<file path="src/rtl/apb_timer_regs.sv">
// APB3 register block for the 8-bit up/down timer: reload, control, status (W1C)
// and interrupt-enable registers, plus the count-tick prescaler and sticky flags.
module apb_timer_regs #(
  parameter int unsigned ADDR_W      = 8,
  parameter int unsigned WAIT_STATES = 1
) (
  input  logic              clk,
  input  logic              rst_n,
  input  logic              psel,
  input  logic              penable,
  input  logic              pwrite,
  input  logic [ADDR_W-1:0] paddr,
  input  logic [7:0]        pwdata,
  output logic [7:0]        prdata,
  output logic              pready,
  output logic              pslverr,
  output logic [7:0]        tmr_data,
  output logic              tmr_init_cnt,
  output logic              tmr_updown,
  output logic              tmr_en,
  input  logic              tmr_over,
  input  logic              tmr_under,
  output logic              irq
);

  typedef enum logic [1:0] {S_IDLE, S_WAIT, S_DONE} state_t;

  localparam logic [2:0] WS = 3'(WAIT_STATES);

  state_t     state_q;
  logic [2:0] wcnt_q;
  logic [7:0] tdr_q;
  logic       updown_q, en_q, load_q;
  logic [1:0] cks_q;
  logic [1:0] tsr_q, tsr_d;
  logic [1:0] tier_q;
  logic [3:0] presc_q;
  logic       over_q, under_q;

  logic       access, addr_err, commit;
  logic       wr_tdr, wr_tcr, wr_tsr, wr_tier;
  logic [2:0] cur_cnt;
  logic [7:0] rdata;
  logic [3:0] mask;
  logic [1:0] tsr_clr;
  logic       unused_wdata;

  assign unused_wdata = ^{pwdata[6], pwdata[3:2]};

  assign access   = psel & penable;
  assign addr_err = (paddr >> 2) != '0;
  // The counter holds the number of ACCESS cycles already spent; the first one is seen in IDLE.
  assign cur_cnt  = (state_q == S_WAIT) ? wcnt_q : '0;
  assign pready   = access && (state_q != S_DONE) && (cur_cnt == WS);
  assign commit   = pready & pwrite & ~addr_err;
  assign wr_tdr   = commit && (paddr[1:0] == 2'd0);
  assign wr_tcr   = commit && (paddr[1:0] == 2'd1);
  assign wr_tsr   = commit && (paddr[1:0] == 2'd2);
  assign wr_tier  = commit && (paddr[1:0] == 2'd3);

  always_comb begin
    rdata = '0;
    case (paddr[1:0])
      2'd0: rdata = tdr_q;
      2'd1: rdata = {2'b00, updown_q, en_q, 2'b00, cks_q};
      2'd2: rdata = {6'd0, tsr_q};
      2'd3: rdata = {6'd0, tier_q};
      default: rdata = '0;
    endcase
  end

  assign prdata  = (pready && !pwrite && !addr_err) ? rdata : '0;
  assign pslverr = pready & addr_err;

  always_ff @(posedge clk or negedge rst_n) begin
    if (!rst_n) begin
      state_q <= S_IDLE;
      wcnt_q  <= '0;
    end else begin
      case (state_q)
        S_IDLE: if (access) begin
          wcnt_q  <= 3'd1;
          state_q <= pready ? S_DONE : S_WAIT;
        end
        S_WAIT: begin
          if (!access)     state_q <= S_IDLE;
          else if (pready) state_q <= S_DONE;
          else             wcnt_q  <= wcnt_q + 3'd1;
        end
        S_DONE: if (!access) state_q <= S_IDLE;
        default: state_q <= S_IDLE;
      endcase
    end
  end

  always_ff @(posedge clk or negedge rst_n) begin
    if (!rst_n) begin
      tdr_q    <= '0;
      updown_q <= 1'b0;
      en_q     <= 1'b0;
      cks_q    <= '0;
      tier_q   <= '0;
      load_q   <= 1'b0;
    end else begin
      load_q <= wr_tcr & pwdata[7];
      if (wr_tdr) tdr_q <= pwdata;
      if (wr_tcr) begin
        updown_q <= pwdata[5];
        en_q     <= pwdata[4];
        cks_q    <= pwdata[1:0];
      end
      if (wr_tier) tier_q <= pwdata[1:0];
    end
  end

  // Any TCR write restarts the prescaler, so it is already 0 during the load pulse.
  always_ff @(posedge clk or negedge rst_n) begin
    if (!rst_n)                presc_q <= '0;
    else if (wr_tcr || !en_q)  presc_q <= '0;
    else                       presc_q <= presc_q + 4'd1;
  end

  always_comb begin
    mask = 4'h1;
    case (cks_q)
      2'd0: mask = 4'h1;
      2'd1: mask = 4'h3;
      2'd2: mask = 4'h7;
      2'd3: mask = 4'hF;
      default: mask = 4'h1;
    endcase
  end

  assign tmr_en = en_q && ((presc_q & mask) == mask);

  // A new edge wins over a simultaneous write-1-to-clear.
  assign tsr_clr = wr_tsr ? pwdata[1:0] : 2'b00;
  assign tsr_d   = (tsr_q & ~tsr_clr) | {tmr_under & ~under_q, tmr_over & ~over_q};

  always_ff @(posedge clk or negedge rst_n) begin
    if (!rst_n) begin
      tsr_q   <= '0;
      over_q  <= 1'b0;
      under_q <= 1'b0;
    end else begin
      tsr_q   <= tsr_d;
      over_q  <= tmr_over;
      under_q <= tmr_under;
    end
  end

  assign tmr_data     = tdr_q;
  assign tmr_updown   = updown_q;
  assign tmr_init_cnt = load_q;
  assign irq          = |(tsr_q & tier_q);

endmodule

</file>
<file path="config.mk">
export PLATFORM = sky130hd
export DESIGN_NAME = apb_timer_regs
export DESIGN_NICKNAME = d
export VERILOG_FILES = /design/src/rtl/apb_timer_regs.sv
export SDC_FILE = /design/constraint.sdc
export NUM_CORES = 1
export LEC_CHECK = 0
export BUFFER_PORTS_ARGS = -buffer_cell sky130_fd_sc_hd__buf_4
export CORE_AREA = 2 2 59 61
export CTS_CLUSTER_SIZE = 16
export DETAILED_ROUTE_END_ITERATION = 8
export DIE_AREA = 0 0 61 63
export GPL_ROUTABILITY_DRIVEN = 0
export PLACE_DENSITY_LB_ADDON = 0.05
export SYNTH_ARGS = -nofsm -noshare
export SYNTH_HDL_FRONTEND = slang
export SYNTH_SLANG_ARGS = --single-unit
export TNS_END_PERCENT = 50
</file>
<file path="constraint.sdc">
create_clock -name clk -period 5.7 [get_ports clk]
set_clock_uncertainty 0.05 [all_clocks]
set_input_delay 0.285 -clock clk [delete_from_list [all_inputs] [get_ports clk]]
set_output_delay 0.285 -clock clk [all_outputs]
set_load 0.02 [all_outputs]
</file>
== Word level (Yosys, flattened, before mapping) ==
Cells that the tools add are included.

* Register bits after elaboration: 28
* Bits in latches: 0
* RAM bits: 0
* ROM bits: 0
* Output and inout bits: 22
* Memories kept: 0

* $add $sub $neg: 2
* Multiply operators: 0
* Div/mod/pow operators: 0
* Magnitude comparators: 0
* Equality and inequality tests: 16
* Shift-type cells: 0
* Multiplexer cells: 16
* Bitwise operators: 15
* Reductions and logical operators: 21

{| class="wikitable"
|+ Operators with widths
! kind !! count
|-
| $pmux W8 S4 || 1
|-
| $pmux W4 S4 || 1
|-
| $mux W2 || 6
|-
| $mux W3 || 4
|-
| $eq A2 B2 Y1 const B || 5
|-
| $ne A2 B2 Y1 const B || 5
|-
| $logic_and A1 B1 Y1 || 9
|-
| $mux W8 || 1
|-
| $reduce_bool A8 Y1 || 1
|-
| $and A1 B1 Y1 || 7
|-
| $eq A2 B1 Y1 const B || 3
|-
| $logic_not A2 Y1 || 3
|-
| $pmux W2 S3 || 1
|-
| $pmux W3 S2 || 1
|-
| $add A4 B1 Y4 const B || 1
|-
| $and A2 B2 Y2 || 2
|-
| $and A4 B4 Y4 || 1
|-
| $eq A4 B4 Y1 || 1
|-
| $mux W4 || 1
|-
| $reduce_and A4 Y1 || 1
|-
| $add A3 B1 Y3 const B || 1
|-
| $eq A3 B1 Y1 const B || 1
|-
| $logic_not A1 Y1 || 3
|-
| $ne A3 B3 Y1 const B || 1
|-
| other kinds (7) || 9
|}

== Depth between registers and ports, before layout ==
Gate-level depths: netlist of run 1.

* Word-level depth: 11
* Depth in mapped cells: 5
* Mapped depth without buffers: 4

== Worst setup path after synthesis of run 1 ==
Ideal clock, no wire load.

* Kind: register -> output
* From: reg wcnt_q[1]
* To: out prdata[2]
* Arrival time: 2.037 ns
* Data required time: 5.365 ns
* Path slack: 3.328 ns
* Cell stages (with the launch flop): 6
* Cells stage by stage: dfrtp_1 > nor3b_4 > nand4_4 > or4_1 > buf_2 > nor3b_1

* Word-level cells in the longest chain between the ends: 6

{| class="wikitable"
|+ Ends and longest elaborated chain
! element !! line !! RTL
|-
| start, declared || 31 || <nowiki>logic [2:0] wcnt_q;</nowiki>
|-
| start signal, assigned || 88 || <nowiki>else wcnt_q <= wcnt_q + 3'd1;</nowiki>
|-
| $mux W3 || 53 || <nowiki>assign cur_cnt = (state_q == S_WAIT) ? wcnt_q : '0;</nowiki>
|-
| $eq A3 B1 Y1 || 54 || <nowiki>assign pready = access && (state_q != S_DONE) && (cur_cnt == WS);</nowiki>
|-
| $logic_and A1 B1 Y1 || 54 ||
|-
| $logic_and A1 B1 Y1 (2 in series) || 72 || <nowiki>assign prdata = (pready && !pwrite && !addr_err) ? rdata : '0;</nowiki>
|-
| $mux W8 || 72 ||
|-
| end, declared || 14 || <nowiki>output logic [7:0] prdata,</nowiki>
|}

Every way passes these cells.

== Worst setup path after layout of run 1 ==
* From: reg wcnt_q[1]
* To: out prdata[6]

Same word-level chain as after synthesis.

==> out/results.ini, run 1 <==
[logic_synthesis]
yosysTopAreaCellShare=0.503
synth-edff-count=0
synth_cells=115
dominantRegCellSynth=dfrtp_1
synth_area_leaders=dfrtp_1 (50%), mux2_2 (8.9%), mux4_2 (3.2%), nor3b_1 (3.2%), nor2_1 (2.7%)
synthArstFlopShare=1.00
synth_area_per_cell_sq_um=12.1
synth.most_common_cell=dfrtp_1
netlist_area_sq_um=1390
yosys.area.top_type=dfrtp_1
synthTopCellsByCount=dfrtp_1 (28), mux2_2 (11), nor2_1 (10)
synth_fp_nets=140
yosys_warnings=0
synthDistinctLibCells=37
synth-seq-cells=28
seq_area_frac_synth=0.503

[routing]
wirelength_mm=2.90
drcViolationCount=0
drt-pass1-iter-count=3
avgViaCountPerCell=5.06
drt_iter0_drc=15
ant_nets=0
vias=1058
avgRoutedWirePerCell_um=13.9

[cells_and_area]
finalNonFillerCells=209
fill_cells=297
multiInputGateArea_sq_um=651
num_antenna_cells=0
final_nets=189
drive_gt1_frac=0.442
ff_latch_area_sq_um=701
area_delta_synth_final_pct=31.7

[worst_hold_path]
whs_endpoint=en_q$_DFFE_PN0P_
hold_class=in -> reg
min_path_cells=2
min_from=pwdata[4]

[sta]
tightest_slew_ps=596
finalCriticalPeriod_ps=2720
tns_ps=0
slew_headroom=0.601
fmaxAchievable_mhz=367
post-route-period-util=0.478
setup_viol=0
slew_viol_final=0
grt_setup_unrepaired=false
hold_viol=0

[flow_run]
drv_cap=0

[setup_path]
crit_chain=nor3b_4 > nand4_4 > or4_1 > nor3b_1 > buf_4
ff2ff_path_depth=4
r2r_start=wcnt_q[1]$_DFFE_PN0P_
end_kind=output pin
criticalPathCategory=reg -> out
critPathMaxFanout=10
r2r_setup_slack_ps=3560
slowest_delay_ps=660
worstReg2RegEnd=tmr_data[3]$_DFFE_PN0P_
crit_slowest_cell=or4_1
cp.arrival_ps=2390
worst_ep_required_time_ps=5370
startpoint_type=flop

[clock_network]
cts.clk_slew.worst_paths_ps=150
clock_path_buffers=2
clock_latency_ps=320
htree_levels=1
cts_tree=done
cts_setup_buffers=0
clock_sinks=28
clockRootBuffer=clkbuf_4
cts_made_buffers=3

[floorplan]
die_y_um=63
die_w_um=61
io_pins=45
dieArea_sq_um=3840
rows=21
initial_core_util=0.431
core_sq_um=3230

[global_routing]
grt_max_degree=29
grt_usage=0.158
grt_pass1_vias=1044
grt_pass1_wl_mm=4.66
antenna_found_initial=0
overflow=0

[power_and_ir_drop]
switching_power_mw=0.0915
clkPwrFrac=0.262
comb_power_share=0.149
p_sw_frac=0.252
powerDensity_nw_per_um2=198
internal-power_mw=0.272
ir_drop_v=0.000108
leakagePower_nw=0.874
seq_power_share=0.589
p_total_mw=0.364

[place]
io_buffers=44
dp.cells=202
dp_hpwl_mm=2.22

[status]
status=finished, final reports clean

[cell type report]
type                    count  area share
flip-flops and latches     28       0.382
multi-input cells          76       0.354
repair buffers             47       0.196
well taps                  46      0.0314
clock buffers               4      0.0198
inverters                   8      0.0164
[cell families after synthesis]
group | after synthesis | share of synthesized area
AO/OA/AOI/OAI | 16 | 0.0826
AND/OR/NAND/NOR | 39 | 0.197
multiplexers | 17 | 0.157
buffers and inverters | 11 | 0.0305
XOR/XNOR | 2 | 0.0126
adder cells (fa/ha/maj) | 2 | 0.0180
flip-flops | 28 | 0.503
[through the flow]
stage / instance area [sq um] / hold WS [ps] / setup slack [ps] / utilization
2_1_floorplan: 1390 / -60.6 / 3330 / -
3_3_place_gp: 1770 / 170 / 3400 / 0.547
3_5_place_dp: 1770 / 175 / 3350 / 0.547
4_1_cts: 1820 / 6.06 / 2950 / 0.562
5_1_grt: 1840 / 105 / 2830 / 0.568
6_report: 1840 / 125 / 2980 / 0.568
[how the worst max path moves through the flow]
stage / startpoint / to / slack (ps) / cells past startpoint
after floorplan: wcnt_q[1]$_DFFE_PN0P_ / prdata[2] / 3330 / 5
after global placement: wcnt_q[1]$_DFFE_PN0P_ / prdata[7] / 3400 / 5
after detailed placement: wcnt_q[1]$_DFFE_PN0P_ / prdata[3] / 3350 / 5
after CTS: wcnt_q[1]$_DFFE_PN0P_ / prdata[3] / 2950 / 5
after global routing: wcnt_q[1]$_DFFE_PN0P_ / prdata[7] / 2830 / 5
final: wcnt_q[1]$_DFFE_PN0P_ / prdata[6] / 2980 / 5
[state kept, by name, summed over array words and instances, names as in the netlist]
name          cells
tier_q            2
tmr_data          8
en_q              1
wcnt_q            3
tmr_init_cnt      1
presc_q           4
state_q           2
under_q           1
over_q            1
tsr_q             2
cks_q             2
tmr_updown        1
[worst max-delay path, delay by kind of cell, from the launching register on]
kind	cells	cell delay [ps]
simple gates	4	1440
flops	1	450
buf+inv	1	170
[layout by cell type (no fill, tap or decap), drive strengths merged, types with 4 or more instances in the layout]
cell type	synthesis	final
nand3	4	4
inv	8	8
mux2	13	13
nor2	10	10
dfrtp	28	28
buf	2	44
o21ai	5	5
clkbuf	1	4
nor3b	7	7
nand2	6	6
[routing by layer]
metal / GRT usage / vias up / share of wire
met2: 0.272 / 27 / 0.49
met3: 0.0248 / 2 / 0.055
li1: - / 509 / -
met1: 0.201 / 520 / 0.45
met4: 0.0408 / 0 / 0.0052
met5: 0 / - / 0
[power by group through the flow]
stage	registers [mW]	logic (mW)	clock network (mW)
floorplan	0.216	0.0297	0
global placement	0.217	0.0520	0
detailed placement	0.218	0.0530	0
CTS	0.214	0.0539	0.101
global route	0.215	0.0606	0.108
finish	0.214	0.0541	0.0954
[timing repair]
action	CTS	global route
resized for setup	0	0
hold buffers	1	2
endpoints found under the hold margin	28	2
No activity file was read; power rests on OpenSTA's default activity.
==> run 2, diff against run 1 <==
==> constraint.sdc (replaced) <==
create_clock -name clk -period 2.6 [get_ports clk]
set_clock_uncertainty 0.05 [all_clocks]
set_input_delay 0.13 -clock clk [delete_from_list [all_inputs] [get_ports clk]]
set_output_delay 0.13 -clock clk [all_outputs]
set_load 0.02 [all_outputs]
==> out/results.ini, run 2 (synthesis results as in run 1) <==
[setup_path]
r2r_start=wcnt_q[1]$_DFFE_PN0P_
worst_ep_required_time_ps=2420  ; -2950 ps
ff2ff_path_depth=5  ; +1
end_kind=output pin
cp_top_family=simple AND/OR/NAND/NOR gates
crit_slowest_cell=or4_4
critPathBufInv=1  ; unchanged
worstReg2RegEnd=tmr_data[1]$_DFFE_PN0P_
critPathMaxFanout=7  ; -3
cp-startpoint=wcnt_q[1]$_DFFE_PN0P_
r2r_setup_slack_ps=370  ; -3190 ps
cp.arrival_ps=2210  ; -180 ps
startpoint_type=flop
cp_num_cells=5  ; unchanged
slowest_delay_ps=570  ; -90 ps
cp-endpoint=prdata[7]
crit_chain=nor3b_4 > nand4_4 > or4_4 > nor3b_1 > buf_4
criticalPathCategory=reg -> out

[global_routing]
grt_pass1_wl_mm=5.07  ; +8.9%
grt_pass1_vias=1141  ; +9.3%
antenna_found_initial=0  ; unchanged
grt_usage=0.173  ; +0.0154
grt_max_degree=29  ; unchanged
overflow=0  ; unchanged

[routing]
drcViolationCount=0  ; unchanged
vias=1093  ; +3.3%
avgViaCountPerCell=4.99  ; -1.4%
drt-pass1-iter-count=4  ; +1
wirelength_mm=3.02  ; +4.3%
ant_nets=0  ; unchanged
avgRoutedWirePerCell_um=13.8  ; -0.45%
drt_iter0_drc=44  ; +29

[sta]
fmaxAchievable_mhz=418
slew_headroom=0.608  ; +0.00722
setup_ws_ps=206  ; -2770 ps
finalCriticalPeriod_ps=2390
tns_ps=0  ; unchanged
timing.hold.ws_ps=9.24  ; -115 ps
grt_setup_unrepaired=false
post-route-period-util=0.921
setup_viol=0  ; unchanged
tightest_slew_ps=586  ; -10.8 ps
hold_viol=0  ; unchanged
slew_viol_final=0  ; unchanged

[worst_hold_path]
min_from=pwdata[0]
hold_class=in -> reg

[power_and_ir_drop]
clkPwrFrac=0.261  ; about the same
ir_drop_v=0.000272  ; +150%
powerDensity_nw_per_um2=423  ; +110%
p_sw_frac=0.257  ; +0.00531
p_total_mw=0.817  ; +120%
seq_power_share=0.576  ; -0.013
leakagePower_nw=0.918  ; +5.0%
comb_power_share=0.163  ; +0.014
switching_power_mw=0.210  ; +130%
internal-power_mw=0.607  ; +120%

[cells_and_area]
finalNonFillerCells=219  ; +4.8%
area_delta_synth_final_pct=38.6
num_antenna_cells=0  ; unchanged
final_common_cell=buf_4
fill_cells=290  ; -2.4%
largest_reg_flops=8  ; unchanged
drive_gt1_frac=0.439  ; -0.00241
layout_common_cells=buf_4 (47), dfrtp_1 (28), mux2_2 (11)
final_nets=199  ; +5.3%

[clock_network]
clock_sinks=28  ; unchanged
cts.clk_slew.worst_paths_ps=150  ; about the same
cts_made_buffers=3  ; unchanged
clock_latency_ps=320  ; about the same
cts_tree=done
clock_path_buffers=2  ; unchanged
clockRootBuffer=clkbuf_4
htree_levels=1  ; unchanged

[floorplan]
core_sq_um=3230  ; unchanged
die_w_um=61  ; unchanged
initial_core_util=0.431  ; unchanged
io_pins=45  ; unchanged
rows=21  ; unchanged
dieArea_sq_um=3840  ; unchanged
die_y_um=63  ; unchanged

[place]
place_ws_ps=407  ; -2940 ps
dp.cells=202  ; unchanged
dp_hpwl_mm=2.21  ; -0.34%
io_buffers=44  ; unchanged

[flow_run]
drv_cap=0  ; unchanged

[status]
status=finished, final reports clean

[run 2: cell count changes in the layout (fill, tap and decap cells not counted), sizes merged]
cell and change:
buf +3, dlygate4sd3 +7
[run 2: worst min path at each step]
stage,depth (start not counted),to
final,2,tier_q[0]$_DFFE_PN0P_
after global routing,2,tier_q[0]$_DFFE_PN0P_
after CTS,2,tier_q[0]$_DFFE_PN0P_
after detailed placement,1,tmr_init_cnt$_DFF_PN0_
after global placement,1,tier_q[1]$_DFFE_PN0P_
after floorplan,0,cks_q[0]$_DFFE_PN0P_
[run 2: metrics by stage]
step,area (sq um),util
floorplan,1390,-
global placement,1770,0.547
detailed placement,1770,0.547
CTS,1900,0.587
global route,1930,0.598
finish,1930,0.598
[run 2: final cells by class]
class | instances | area (sq um) | area share
repair buffers | 57 | 453 | 0.234
inverters | 8 | 30.0 | 0.0155
clock buffers | 4 | 36.3 | 0.0188
flip-flops and latches | 28 | 701 | 0.363
well taps | 46 | 57.6 | 0.0298
multi-input cells | 76 | 654 | 0.339
[run 2: timing repair]
item	CTS	global route
hold buffers	9	1
setup buffers	0	3
hold endpoints to repair	41	1
resized for setup	0	1
setup endpoints to repair	0	5
[run 2: layer usage]
metal  share of wire  global-route usage
met5               0                   0
met4          0.0060              0.0516
met3           0.058              0.0186
met2            0.51               0.304
met1            0.42               0.217
[run 2: power groups by stage]
stage | clock network (mW) | registers, mW | logic (mW)
3_5_place_dp | 0 | 0.478 | 0.119
3_3_place_gp | 0 | 0.476 | 0.115
4_1_cts | 0.222 | 0.471 | 0.130
5_1_grt | 0.237 | 0.474 | 0.149
2_1_floorplan | 0 | 0.474 | 0.0652
6_report | 0.214 | 0.471 | 0.133
